==> config.mk <==
export PLATFORM = sky130hd
export DESIGN_NAME = unified_mem_arbiter
export DESIGN_NICKNAME = d
export VERILOG_FILES = /design/src/rtl/unified_mem_arbiter.sv
export SDC_FILE = /design/constraint.sdc
export NUM_CORES = 1
export LEC_CHECK = 0
export BUFFER_PORTS_ARGS = -buffer_cell sky130_fd_sc_hd__clkbuf_2
export CORE_ASPECT_RATIO = 0.75
export CORE_MARGIN = 2
export CORE_UTILIZATION = 35
export DETAILED_ROUTE_END_ITERATION = 6
export SLEW_MARGIN = 20
export SYNTH_ARGS = -nofsm -noshare
export SYNTH_HDL_FRONTEND = slang
export SYNTH_SLANG_ARGS = --single-unit
==> constraint.sdc <==
create_clock -name clock -period 2.75 [get_ports clock]
set_clock_uncertainty 0.1 [all_clocks]
set_input_delay 0.825 -clock clock [delete_from_list [all_inputs] [get_ports clock]]
set_output_delay 0.825 -clock clock [all_outputs]
set_load 0.05 [all_outputs]
==> src/rtl/unified_mem_arbiter.sv <==
// Arbitrates a single-ported unified memory between instruction fetch and data ports.
// One request/ready transaction at a time; results return with a one-cycle ack pulse.
module unified_mem_arbiter #(
  parameter int ADDR_WIDTH  = 32,
  parameter int DATA_WIDTH  = 32,
  parameter int MAX_DSTREAK = 4
) (
  input  logic                  clock,
  input  logic                  reset,
  input  logic                  if_req,
  input  logic [ADDR_WIDTH-1:0] if_addr,
  output logic [DATA_WIDTH-1:0] if_rdata,
  output logic                  if_ack,
  input  logic                  d_req,
  input  logic                  d_we,
  input  logic [ADDR_WIDTH-1:0] d_addr,
  input  logic [DATA_WIDTH-1:0] d_wdata,
  output logic [DATA_WIDTH-1:0] d_rdata,
  output logic                  d_ack,
  output logic                  mem_valid,
  output logic                  mem_we,
  output logic [ADDR_WIDTH-1:0] mem_addr,
  output logic [DATA_WIDTH-1:0] mem_wdata,
  input  logic                  mem_ready,
  input  logic [DATA_WIDTH-1:0] mem_rdata,
  output logic                  arb_busy
);

  typedef enum logic [2:0] {
    S_IDLE   = 3'd0,
    S_BUSY_I = 3'd1,
    S_BUSY_D = 3'd2,
    S_ACK_I  = 3'd3,
    S_ACK_D  = 3'd4
  } state_t;

  localparam logic [3:0] MAX_DS = 4'(MAX_DSTREAK);

  function automatic logic [3:0] sat_inc(input logic [3:0] v);
    return (v >= MAX_DS) ? MAX_DS : v + 4'd1;
  endfunction

  state_t                  r_state;
  state_t                  w_state_nxt;
  logic [3:0]              r_dstreak;
  logic [3:0]              w_dstreak_nxt;
  logic                    r_mem_valid;
  logic                    w_mem_valid_nxt;
  logic                    r_mem_we;
  logic                    w_mem_we_nxt;
  logic [ADDR_WIDTH-1:0]   r_mem_addr;
  logic [ADDR_WIDTH-1:0]   w_mem_addr_nxt;
  logic [DATA_WIDTH-1:0]   r_mem_wdata;
  logic [DATA_WIDTH-1:0]   w_mem_wdata_nxt;
  logic [DATA_WIDTH-1:0]   r_if_rdata;
  logic [DATA_WIDTH-1:0]   w_if_rdata_nxt;
  logic [DATA_WIDTH-1:0]   r_d_rdata;
  logic [DATA_WIDTH-1:0]   w_d_rdata_nxt;
  logic                    r_if_ack;
  logic                    r_d_ack;
  logic                    r_busy;
  logic                    w_grant_d;
  logic                    w_grant_i;

  // Data wins ties unless it has already starved a waiting fetch MAX_DSTREAK times.
  always_comb begin
    w_grant_d = (r_state == S_IDLE) && d_req && (!if_req || (r_dstreak != MAX_DS));
    w_grant_i = (r_state == S_IDLE) && if_req && !w_grant_d;
  end

  always_comb begin
    w_state_nxt = r_state;
    case (r_state)
      S_IDLE: begin
        if (w_grant_d) begin
          w_state_nxt = S_BUSY_D;
        end else if (w_grant_i) begin
          w_state_nxt = S_BUSY_I;
        end
      end
      S_BUSY_I: if (mem_ready) w_state_nxt = S_ACK_I;
      S_BUSY_D: if (mem_ready) w_state_nxt = S_ACK_D;
      S_ACK_I:  w_state_nxt = S_IDLE;
      S_ACK_D:  w_state_nxt = S_IDLE;
      default:  w_state_nxt = S_IDLE;
    endcase
  end

  always_comb begin
    w_dstreak_nxt   = r_dstreak;
    w_mem_valid_nxt = r_mem_valid;
    w_mem_we_nxt    = r_mem_we;
    w_mem_addr_nxt  = r_mem_addr;
    w_mem_wdata_nxt = r_mem_wdata;
    w_if_rdata_nxt  = r_if_rdata;
    w_d_rdata_nxt   = r_d_rdata;
    if (w_grant_d) begin
      w_mem_valid_nxt = 1'b1;
      w_mem_we_nxt    = d_we;
      w_mem_addr_nxt  = d_addr;
      w_mem_wdata_nxt = d_wdata;
      w_dstreak_nxt   = if_req ? sat_inc(r_dstreak) : 4'd0;
    end else if (w_grant_i) begin
      w_mem_valid_nxt = 1'b1;
      w_mem_we_nxt    = 1'b0;
      w_mem_addr_nxt  = if_addr;
      w_mem_wdata_nxt = '0;
      w_dstreak_nxt   = 4'd0;
    end
    if ((r_state == S_BUSY_I) && mem_ready) begin
      w_mem_valid_nxt = 1'b0;
      w_if_rdata_nxt  = mem_rdata;
    end
    // Stores complete silently; only loads overwrite the held load data.
    if ((r_state == S_BUSY_D) && mem_ready) begin
      w_mem_valid_nxt = 1'b0;
      if (!r_mem_we) w_d_rdata_nxt = mem_rdata;
    end
  end

  always_ff @(posedge clock) begin
    if (reset) begin
      r_state     <= S_IDLE;
      r_dstreak   <= 4'd0;
      r_mem_valid <= 1'b0;
      r_mem_we    <= 1'b0;
      r_mem_addr  <= '0;
      r_mem_wdata <= '0;
      r_if_rdata  <= '0;
      r_d_rdata   <= '0;
      r_if_ack    <= 1'b0;
      r_d_ack     <= 1'b0;
      r_busy      <= 1'b0;
    end else begin
      r_state     <= w_state_nxt;
      r_dstreak   <= w_dstreak_nxt;
      r_mem_valid <= w_mem_valid_nxt;
      r_mem_we    <= w_mem_we_nxt;
      r_mem_addr  <= w_mem_addr_nxt;
      r_mem_wdata <= w_mem_wdata_nxt;
      r_if_rdata  <= w_if_rdata_nxt;
      r_d_rdata   <= w_d_rdata_nxt;
      r_if_ack    <= (w_state_nxt == S_ACK_I);
      r_d_ack     <= (w_state_nxt == S_ACK_D);
      r_busy      <= (w_state_nxt != S_IDLE);
    end
  end

  assign if_rdata  = r_if_rdata;
  assign if_ack    = r_if_ack;
  assign d_rdata   = r_d_rdata;
  assign d_ack     = r_d_ack;
  assign mem_valid = r_mem_valid;
  assign mem_we    = r_mem_we;
  assign mem_addr  = r_mem_addr;
  assign mem_wdata = r_mem_wdata;
  assign arb_busy  = r_busy;

endmodule

# Word-level counts from Yosys, hierarchy flattened
# Cells that the tools add are included.
dict set report totals {
  output_inout_bits 133
  reg_bits 140
}
dict set report op_classes {
  n_lt_le_gt_ge 1
  n_bitwise 1
  n_eq_ne 5
  add_sub_neg 1
  reduce_logical 14
  mux 17
}
# cell count
set op_table {}
lappend op_table {{$mux W32} 4}
lappend op_table {{$mux W4} 4}
lappend op_table {{$mux W3} 4}
lappend op_table {{$pmux W3 S3} 1}
lappend op_table {{$eq A3 B2 Y1 const B} 2}
lappend op_table {{$logic_and A1 B1 Y1} 6}
lappend op_table {{$add A4 B1 Y4 const B} 1}
lappend op_table {{$ge A4 B3 Y1 const B} 1}
lappend op_table {{$mux W1} 4}
lappend op_table {{$ne A4 B3 Y1 const B} 1}
lappend op_table {{$eq A3 B1 Y1 const B} 1}
lappend op_table {{$eq A3 B3 Y1 const B} 1}
lappend op_table {{$logic_not A3 Y1} 1}
lappend op_table {{$reduce_bool A3 Y1} 1}
lappend op_table {{$reduce_or A3 Y1} 1}
lappend op_table {{$logic_not A1 Y1} 2}
lappend op_table {{$reduce_and A2 Y1} 1}
lappend op_table {{$reduce_bool A2 Y1} 1}
lappend op_table {{$logic_or A1 B1 Y1} 1}
lappend op_table {{$not A1 Y1} 1}

# Logic depth before layout (Yosys ltp)
# Gate-level depths: netlist (run 1).
dict set report depth {
  word_depth 9
  ltp_mapped 7
  depth_no_buf 5
}

# Least setup slack after synthesis (run 1)
# OpenSTA, ideal clock, no wires.
dict set report synth_timing {
  path_kind {input -> register}
  from {input port d_req}
  to {register r_mem_addr[10] (netlist: mem_addr[10])}
  arrival_time_ps 1966
  cell_stages 5
  path_buffers 2
  setup_time_ps 119
  path_slack_ps 566
  path_cell_list {buf_2 > nor4b_4 > nand2_2 > clkbuf_1 > o221a_2}
}
dict set report synth_between {
  elab_chain_cells 5
}
# element line
set synth_rtl {}
lappend synth_rtl {{start: declaration} 14} ;# input logic d_req,
lappend synth_rtl {{$logic_and A1 B1 Y1 * (2 in series)} 67} ;# w_grant_d = (r_state == S_IDLE) && d_req && (!if_req || (r_dstreak != MAX_DS));
lappend synth_rtl {{$logic_not A1 Y1} 68} ;# w_grant_i = (r_state == S_IDLE) && if_req && !w_grant_d;
lappend synth_rtl {{$logic_and A1 B1 Y1} 68}
lappend synth_rtl {{$reduce_bool A2 Y1 (no line)} n/a}
lappend synth_rtl {{end signal: assignment} 139} ;# r_mem_addr <= w_mem_addr_nxt;
lappend synth_rtl {{end: declaration} 51} ;# logic [ADDR_WIDTH-1:0] r_mem_addr;
# Mark *: on every way between the ends. The rest lies on a longest branch, timed or not.
# A chain may end at the register's enable or synchronous reset.

# Worst setup path after layout (run 1)
dict set report layout_timing {
  from {register r_state[2]}
  to {register r_mem_addr[21] (netlist: mem_addr[21])}
}
dict set report layout_between {
  elab_chain_cells 6
}
# element line
set layout_rtl {}
lappend layout_rtl {{start: declaration} 43} ;# state_t r_state;
lappend layout_rtl {{start signal: assignment} 135} ;# r_state <= w_state_nxt;
lappend layout_rtl {{$logic_not A3 Y1 *} {67, 68}}
lappend layout_rtl {{$logic_and A1 B1 Y1 (2 in series)} 67}
lappend layout_rtl {{$logic_not A1 Y1} 68}
lappend layout_rtl {{$logic_and A1 B1 Y1} 68}
lappend layout_rtl {{$reduce_bool A2 Y1 (no line)} n/a}
# Marked as above.

==> results of run 1 <==
-- area by class of cell --
| type | count | area share [%] |
|---|---|---|
| repair buffers | 284 | 19.3 |
| flip-flops and latches | 140 | 34.7 |
| inverters | 35 | 1.63 |
| clock inverters | 14 | 1.81 |
| well taps | 215 | 3.33 |
| clock buffers | 18 | 5.44 |
| multi-input cells | 429 | 33.8 |
-- power by group through the flow --
stage	registers [mW]	logic [mW]	clock network, mW
CTS	2.27	1.27	2.32
detailed placement	2.31	1.26	0
global route	2.29	1.35	2.39
global placement	2.31	1.26	0
finish	2.27	1.25	2.25
floorplan	2.76	0.441	0
-- synth_stat cells (5+ instances only) --
cell	number	area share, %
mux2i_1	32	5.4
nor2_1	6	0.38
dfxtp_1	140	47
o221a_2	29	5.5
clkbuf_1	47	3.0
o21ai_0	33	2.8
a211oi_1	31	3.9
buf_2	9	0.76
nand2_1	64	4.1
o21ai_1	5	0.42
nor3_1	34	2.9
nand2b_1	67	7.1
nand3_1	35	3.0
inv_1	35	2.2
a21oi_1	67	5.7
-- state kept, by name, indices dropped and copies added, names as in the netlist, 3 cells and up --
signal	count
r_state	3
d_rdata	32
if_rdata	32
mem_wdata	32
mem_addr	32
r_dstreak	4
-- cell usage in the layout, fill, tap and decap left out, types with 2 or more instances in the layout --
cell,instances
clkinvlp_4,3
o221a_1,3
nand2_1,64
dfxtp_1,140
clkinv_4,4
clkinv_2,4
a21oi_1,67
o21ai_0,33
inv_1,35
buf_4,12
a211oi_2,3
clkbuf_16,17
bufinv_16,2
ha_1,2
a31oi_1,2
nor2_1,4
nor3b_1,2
a211oi_1,31
o21ai_1,4
nand3_1,35
nor3_1,34
mux2i_1,32
buf_12,7
o221a_2,29
nand2b_1,67
clkbuf_2,265
-- critical path, delay by kind of cell, from the launching register on --
| family | cells | cell delay [ns] |
|---|---|---|
| flip-flops | 1 | 0.41 |
| AO/OA/AOI/OAI | 2 | 0.54 |
| buffers and inverters | 1 | 0.27 |
| AND/OR/NAND/NOR | 1 | 0.74 |
-- through the flow --
| stage | util, % | area (sq um) |
|---|---|---|
| after floorplan | - | 5900 |
| after global placement | 44.9 | 7490 |
| after detailed placement | 44.9 | 7490 |
| after CTS | 48.4 | 8070 |
| after global routing | 48.4 | 8070 |
| final | 48.4 | 8070 |
-- how the worst max path moves through the flow --
stage,slack (ns),depth (start not counted),from,end
after floorplan,0.57,5,d_req,mem_addr[10]
after global placement,0.49,5,if_req,mem_addr[24]
after detailed placement,0.44,5,d_req,mem_addr[22]
after CTS,0.63,4,r_state[2],mem_addr[21]
after global routing,0.54,4,r_state[2],mem_addr[21]
final,0.63,4,r_state[2],mem_addr[21]
-- cell families (layout without fill, tap and decap cells) --
group,count (synthesis),in the layout
DFF,140,140
muxes,32,32
and+or+nand+nor,219,219
AOI/OAI and AO/OA,176,176
adders and majority gates,2,2
buffers and inverters,97,351
-- metal layers --
| layer | wire length, um | track usage [%] |
|---|---|---|
| met1 | 7860 | 24.8 |
| met2 | 7800 | 29.5 |
| met3 | 1480 | 6.90 |
| met4 | 181 | 5.61 |
| met5 | 0 | 0 |
==> results.ini, run 1 <==
[synthesis]
synth_compound_area_share_pct=20.2
synthArstFlopShare_pct=0
synth_edf_count=0
synth_nets=802
ys_ff_latch=140
postSynthCellCount=666
synth_warnings=0
mappedNetlistArea_sq_mm=0.00590
avgSynthCellArea_sq_um=8.87
synth_top_family_by_area=compound AO/OA/AOI/OAI gates
synth-simple-area-share_pct=19.5
synthXorXnorAreaFrac_pct=0
ys_seq_area_share_pct=47.5
muxShareOfSynthArea_pct=5.42
synth_fa_ha_area_share_pct=0.424
synth_cell_type_count=34
ys.flop_type=dfxtp_1

[pwr]
total_power_mw=5.78
power_per_cell_area_mw_per_mm2=715
irDropWorstVdd_mv=0.395
p_leak_nw=3.47
internal-power_mw=3.92
clkPwrFrac_pct=39.0
p_comb_share_pct=21.7
switching_power_mw=1.86
share_seq_of_total_power_pct=39.3
switching_share_pct=32.1

[clocking]
numCtsBuffers=17
clk_pin_slew_ns=0.06
cts.sinks=140
cts_resized=0
clockBufferDepth=2
cts_tree=done
post_cts_buffers=0
worstSkewPairLatency_ns=0.41
postCtsHoldBufs=0
htreeDepth=4
cts-root-buf=clkbuf_16

[route]
drtAntennaViolNets=0
drt-pass1-iter-count=4
vias=5607
post_drt_wl_per_cell_um=15.3
drtIter0Drc=307
routed_wirelength_um=17300
viasPerCell=4.94
post-route-drc-count=0

[floorplan]
design.die.area_sq_mm=0.0179
initial_core_util_pct=35.4
rows=41
dieHeight_um=116
die_x_um=154
top_level_ports=267
core_sq_mm=0.0167

[critical_path]
critical_path_class=reg -> reg
timing.rr.end=mem_addr[21]
worst_ep_required_time_ns=3.01
cp-end-kind=flip-flop
ff2ff_setup_slack_ns=0.63
worstReg2RegStart=r_state[2]
cpPeakStageDelay_ns=0.74
cp_cell_sequence=or3_2 -> buf_12 -> a211oi_1 -> o221a_2
cpMaxStageDelayCell=or3_2
worstPathArrival_ns=2.38
reg2reg_depth=4
start_kind=flip-flop
crit_fanout=52

[sta]
timing.hold.ws_ns=0.354
hold_violations=0
setup_ws_ns=0.631
layout_min_cycle_time_ns=2.12
grt_setup_unrepaired=no
period_share_pct=77.0
setup_viol=0
slew_viol_final=0
tightest_slew_ns=0.611
relSlewSlack_pct=59.3
fmax_mhz=472
setup_tns_ns=0

[flow_run]
maxCapViolCount=0

[global_route]
grt_pass1_vias=5173
grt_max_degree=53
grt_pass1_wl_um=27200
grt_antenna_before_repair=0
grt.overflow.total=0
gr-usage-all-layers_pct=18.9

[min_path]
hold_class=reg -> reg
whs_endpoint=if_rdata[2]
min_path_cells=2
min_from=if_rdata[2]

[place]
dpl.hpwl_um=12000
pre_cts_ws_ns=0.436
numPlacedInstances=1103
io_buffers=266
place_congestion=0.792

[finish]
seq_area_sq_mm=0.00280
nFillCells=1615
drive_above_1_share_pct=38.7
area_delta_synth_final_pct=36.7
multi_input_area_sq_mm=0.00273
layout.cells.non_filler=1135
nNetsFinal=1043
diodes=0

[outcome]
run_status=completed

Power figures use the tool's default switching activity.
==> run 2, diff against run 1 <==
clock period = 1.95 ns   (was 2.75 ns; I/O delays follow)
==> results.ini, run 2 (synthesized netlist as in run 1, its figures left out) <==
[outcome]
run_status=completed

[sta]
grt_setup_unrepaired=no
layout_min_cycle_time_ns=1.82
setup_viol=0  ; unchanged
relSlewSlack_pct=75.6  ; +16 points
period_share_pct=93.5
slew_viol_final=0  ; unchanged
fmax_mhz=548
tightest_slew_ns=0.363  ; -0.248 ns
setup_tns_ns=0  ; unchanged
hold_violations=0  ; unchanged

[critical_path]
worstReg2RegStart=r_state[2]
cp_cell_sequence=clkbuf_2
worst_ep_required_time_ns=1.26  ; -1.75 ns
crit_buf_inv=1  ; unchanged
start_kind=flip-flop
cpMaxStageDelayCell=dfxtp_1
cpPeakStageDelay_ns=0.41  ; -0.33 ns
crit_family=flip-flops
cp-end-kind=output port
reg2reg_depth=4  ; unchanged
crit_fanout=3  ; -94%
critical_path_class=reg -> out
ff2ff_setup_slack_ns=0.24  ; -0.39 ns
timing.rr.end=mem_addr[13]
worstPathArrival_ns=1.14  ; -1.24 ns

[clocking]
post_cts_buffers=0  ; unchanged
clockBufferDepth=2  ; unchanged
postCtsHoldBufs=0  ; unchanged
numCtsBuffers=17  ; unchanged
worstSkewPairLatency_ns=0.41  ; about the same
cts-root-buf=clkbuf_16
clk_pin_slew_ns=0.06  ; about the same
cts_resized=0  ; unchanged
htreeDepth=4  ; unchanged
cts.sinks=140  ; unchanged
cts_tree=done

[floorplan]
core_sq_mm=0.0167  ; unchanged
die_x_um=154  ; unchanged
design.die.area_sq_mm=0.0179  ; unchanged
dieHeight_um=116  ; unchanged
rows=41  ; unchanged
initial_core_util_pct=35.4  ; unchanged
top_level_ports=267  ; unchanged

[pwr]
power_per_cell_area_mw_per_mm2=1050  ; +46%
share_seq_of_total_power_pct=36.9  ; -2.4 points
switching_share_pct=30.6  ; -1.5 points
internal-power_mw=6.01  ; +53%
clkPwrFrac_pct=42.0  ; +3.0 points
irDropWorstVdd_mv=0.515  ; +30%
switching_power_mw=2.65  ; +43%
p_leak_nw=3.58  ; +3.1%
p_comb_share_pct=21.2  ; -0.5 points

[global_route]
gr-usage-all-layers_pct=19.1  ; +0.19 points
grt.overflow.total=0  ; unchanged
grt_max_degree=71  ; +34%
grt_pass1_vias=5151  ; -0.43%
grt_pass1_wl_um=27300  ; +0.68%
grt_antenna_before_repair=0  ; unchanged

[finish]
layout_common_cells=265 x clkbuf_2, 140 x dfxtp_1, 67 x a21oi_1, 67 x nand2b_1, 64 x nand2_1
utilization_pct=49.6  ; +1.2 points
diodes=0  ; unchanged
layout_commonest_cell=clkbuf_2
drive_above_1_share_pct=39.4  ; +0.72 points
nNetsFinal=1054  ; +1.1%
area_delta_synth_final_pct=40.1
nFillCells=1633  ; +1.1%

[min_path]
min_path_cells=3  ; +1
hold_class=in -> reg
whs_endpoint=if_rdata[2]
min_from=mem_rdata[2]

[route]
drtAntennaViolNets=0  ; unchanged
viasPerCell=4.94  ; about the same
post-route-drc-count=0  ; unchanged
post_drt_wl_per_cell_um=15.2  ; -0.34%
routed_wirelength_um=17400  ; +0.62%
drtIter0Drc=399  ; +30%
drt-pass1-iter-count=4  ; unchanged
vias=5662  ; +0.98%

[place]
dpl.hpwl_um=12300  ; +2.6%
io_buffers=266  ; unchanged
place_congestion=0.795  ; +0.34%

[flow_run]
maxCapViolCount=0  ; unchanged

==> run 2: through the flow <==
step	worst slack (ns)	cells	total power [mW]	cell area, sq um	hold WS (ns)
detailed placement	0.117	1114	5.09	7610	0.346
floorplan	0.00554	666	4.51	5900	0.366
global route	0.0844	1146	9.02	8270	0.288
global placement	0.136	1114	5.08	7610	0.342
CTS	0.0950	1146	8.76	8270	0.274
finish	0.126	1146	8.65	8270	0.298
==> run 2: layout make-up <==
cell class	count	area, sq um	share of cell area, %
clock buffer	19	453	5.48
clock inverter	13	211	2.56
inverter	35	131	1.59
multi-input combinational	429	2730	33.0
sequential	140	2800	33.9
tap	215	269	3.25
timing repair buffer	295	1680	20.3
==> run 2: worst min-delay path, cell delays in order <==
cell	delay (ns)
clkbuf_2	0.09
nand2_1	0.05
a21oi_1	0.05
==> run 2: worst max-delay path by stage <==
stage,to,cells past startpoint,startpoint
final,mem_we,1,mem_we
after detailed placement,mem_addr[31],6,d_req
after CTS,mem_we,1,mem_we
after global placement,mem_addr[5],6,d_req
after floorplan,mem_addr[10],5,d_req
after global routing,mem_we,1,mem_we
==> run 2: layer usage <==
metal  vias to the layer above  global-route usage (%)  share of wire, %
met3                        12                    7.61               8.1
met4                         0                    5.79              0.89
li1                       2836                       -                 -
met2                       198                    28.9                44
met1                      2616                    25.3                47
met5                         -                       0                 0
==> run 2: power groups by stage <==
stage	Combinational (mW)	Sequential, mW	Clock (mW)
2_1_floorplan	0.622	3.89	0
3_3_place_gp	1.84	3.25	0
3_5_place_dp	1.84	3.25	0
4_1_cts	1.85	3.19	3.73
5_1_grt	1.96	3.21	3.84
6_report	1.83	3.19	3.63
==> run 3, diff against run 2 <==
CORE_ASPECT_RATIO = 0.5   (was 0.75)
CORE_UTILIZATION = 47   (was 35)
PLACE_DENSITY = 0.8   (was default)
==> results.ini, run 3 (synthesized netlist as in run 1, its figures left out) <==
[min_path]
hold_class=in -> reg

[pwr]
total_power_mw=8.20  ; -5.2%
switching_power_mw=2.63  ; -0.83%
power_per_cell_area_mw_per_mm2=1020  ; -2.9%
irDropWorstVdd_mv=0.567  ; +10%
clkPwrFrac_pct=39.2  ; -2.8 points
internal-power_mw=5.58  ; -7.1%
p_comb_share_pct=21.9  ; +0.7 points
p_leak_nw=3.50  ; -2.1%
share_seq_of_total_power_pct=38.9  ; +2.0 points
switching_share_pct=32.0  ; +1.4 points

[critical_path]
cpMaxStageDelayCell=dfxtp_1
worst_ep_required_time_ns=1.26  ; about the same
cp-end-kind=output port
crit_buf_inv=1  ; unchanged
crit_family=flip-flops
critical_path_class=reg -> out
cpPeakStageDelay_ns=0.40  ; about the same
cp_cell_sequence=clkbuf_2
worstPathArrival_ns=1.12  ; -0.02 ns
start_kind=flip-flop
crit_fanout=3  ; unchanged

[clocking]
cts_resized=0  ; unchanged
cts_tree=done
post_cts_buffers=0  ; unchanged
clockBufferDepth=2  ; unchanged
postCtsHoldBufs=0  ; unchanged
numCtsBuffers=17  ; unchanged
htreeDepth=4  ; unchanged
worstSkewPairLatency_ns=0.40  ; about the same
cts.sinks=140  ; unchanged
cts-root-buf=clkbuf_16
clk_pin_slew_ns=0.06  ; about the same

[place]
dpl.hpwl_um=11700  ; -5.4%
io_buffers=266  ; unchanged
placed_cell_area_sq_mm=0.00748  ; -1.7%
place_congestion=0.797  ; +0.21%

[sta]
setup_tns_ns=0  ; unchanged
slew_viol_final=0  ; unchanged
relSlewSlack_pct=72.4  ; -3.2 points
layout_min_cycle_time_ns=1.80  ; -0.0194 ns
tightest_slew_ns=0.410  ; +0.0474 ns
setup_viol=0  ; unchanged
grt_setup_unrepaired=no
timing.hold.ws_ns=0.312  ; +0.0140 ns
fmax_mhz=554  ; +1.1%
period_share_pct=92.6  ; -0.99 points
hold_violations=0  ; unchanged

[floorplan]
initial_core_util_pct=49.1  ; +14 points
dieHeight_um=83.3  ; -29%
die_x_um=163  ; +5.5%
rows=28  ; -32%
design.die.area_sq_mm=0.0135  ; -25%
core_sq_mm=0.0120  ; -28%
top_level_ports=267  ; unchanged

[global_route]
grt_max_degree=74  ; +4.2%
grt_pass1_vias=5744  ; +12%
gr-usage-all-layers_pct=24.8  ; +5.7 points
grt.overflow.total=0  ; unchanged
grt_pass1_wl_um=27400  ; +0.23%
grt_antenna_before_repair=0  ; unchanged

[route]
drtIter0Drc=455  ; +14%
vias=5800  ; +2.4%
routed_wirelength_um=17100  ; -2.1%
viasPerCell=5.33  ; +7.9%
drtAntennaViolNets=0  ; unchanged
drt-pass1-iter-count=5  ; +1
post_drt_wl_per_cell_um=15.7  ; +3.2%
post-route-drc-count=0  ; unchanged

[finish]
area_delta_synth_final_pct=36.7
nFillCells=1008  ; -38%
nNetsFinal=1046  ; -0.76%
final_cell_area_sq_mm=0.00807  ; -2.4%
layout_common_cells=265 x clkbuf_2, 140 x dfxtp_1, 67 x a21oi_1, 67 x nand2b_1, 64 x nand2_1
utilization_pct=67.2  ; +18 points
diodes=0  ; unchanged
drive_above_1_share_pct=38.8  ; -0.63 points
layout_commonest_cell=clkbuf_2

[flow_run]
maxCapViolCount=0  ; unchanged

[outcome]
run_status=completed

-- run 3: cell types whose count changed in the layout (fill, tap and decap cells not counted), sizes merged --
| cell | before | now |
|---|---|---|
| buf | 30 | 22 |
| bufinv | 5 | 2 |
| clkinv | 4 | 5 |
| clkinvlp | 1 | 4 |
| inv | 38 | 37 |
-- run 3: layer usage --
metal	part of all wire (%)	GRT usage (%)	wire length [um]
met5	0	0	0
met4	1.9	8.93	322
met3	6.0	5.99	1020
met2	50	44.5	8620
met1	42	28.8	7110
-- run 3: tightest hold or removal path, stage by stage --
cell	delay (ns)
clkbuf_2	0.08
nand3_1	0.05
a21oi_1	0.05
-- run 3: path summary, 6_finish.rpt --
| path | startpoint | endpoint | slack, ns | cells after the start |
|---|---|---|---|---|
| setup / recovery | mem_we | mem_we | 0.15 | 1 |
| hold / removal | d_wdata[10] | mem_wdata[10] | 0.31 | 3 |
| setup reg to reg | r_state[2] | mem_addr[1] | 0.16 | 4 |
| hold reg to reg | if_rdata[2] | if_rdata[2] | 0.36 | 2 |
-- run 3: cell type report --
type                       count  area [sq um]  share of cell area [%]
clock inverter                13           140                    1.74
clock buffer                  19           453                    5.61
multi-input combinational    429          2720                    33.7
inverter                      35           131                    1.63
sequential                   140          2800                    34.7
tap                          165           206                    2.56
timing repair buffer         287          1620                    20.0
-- run 3: power by group through the flow --
stage	Combinational (mW)	Clock [mW]	Sequential [mW]
floorplan	0.622	0	3.89
global placement	1.76	0	3.24
detailed placement	1.79	0	3.25
CTS	1.80	3.27	3.19
global route	1.90	3.41	3.21
finish	1.79	3.22	3.19
-- run 3: per-stage QoR --
| step | setup slack, ns | std cells |
|---|---|---|
| 6_report | 0.145 | 1088 |
| 5_1_grt | 0.0784 | 1088 |
| 4_1_cts | 0.123 | 1088 |
| 3_5_place_dp | 0.0542 | 1056 |
| 3_3_place_gp | -0.00131 | 1056 |
| 2_1_floorplan | 0.00554 | 666 |
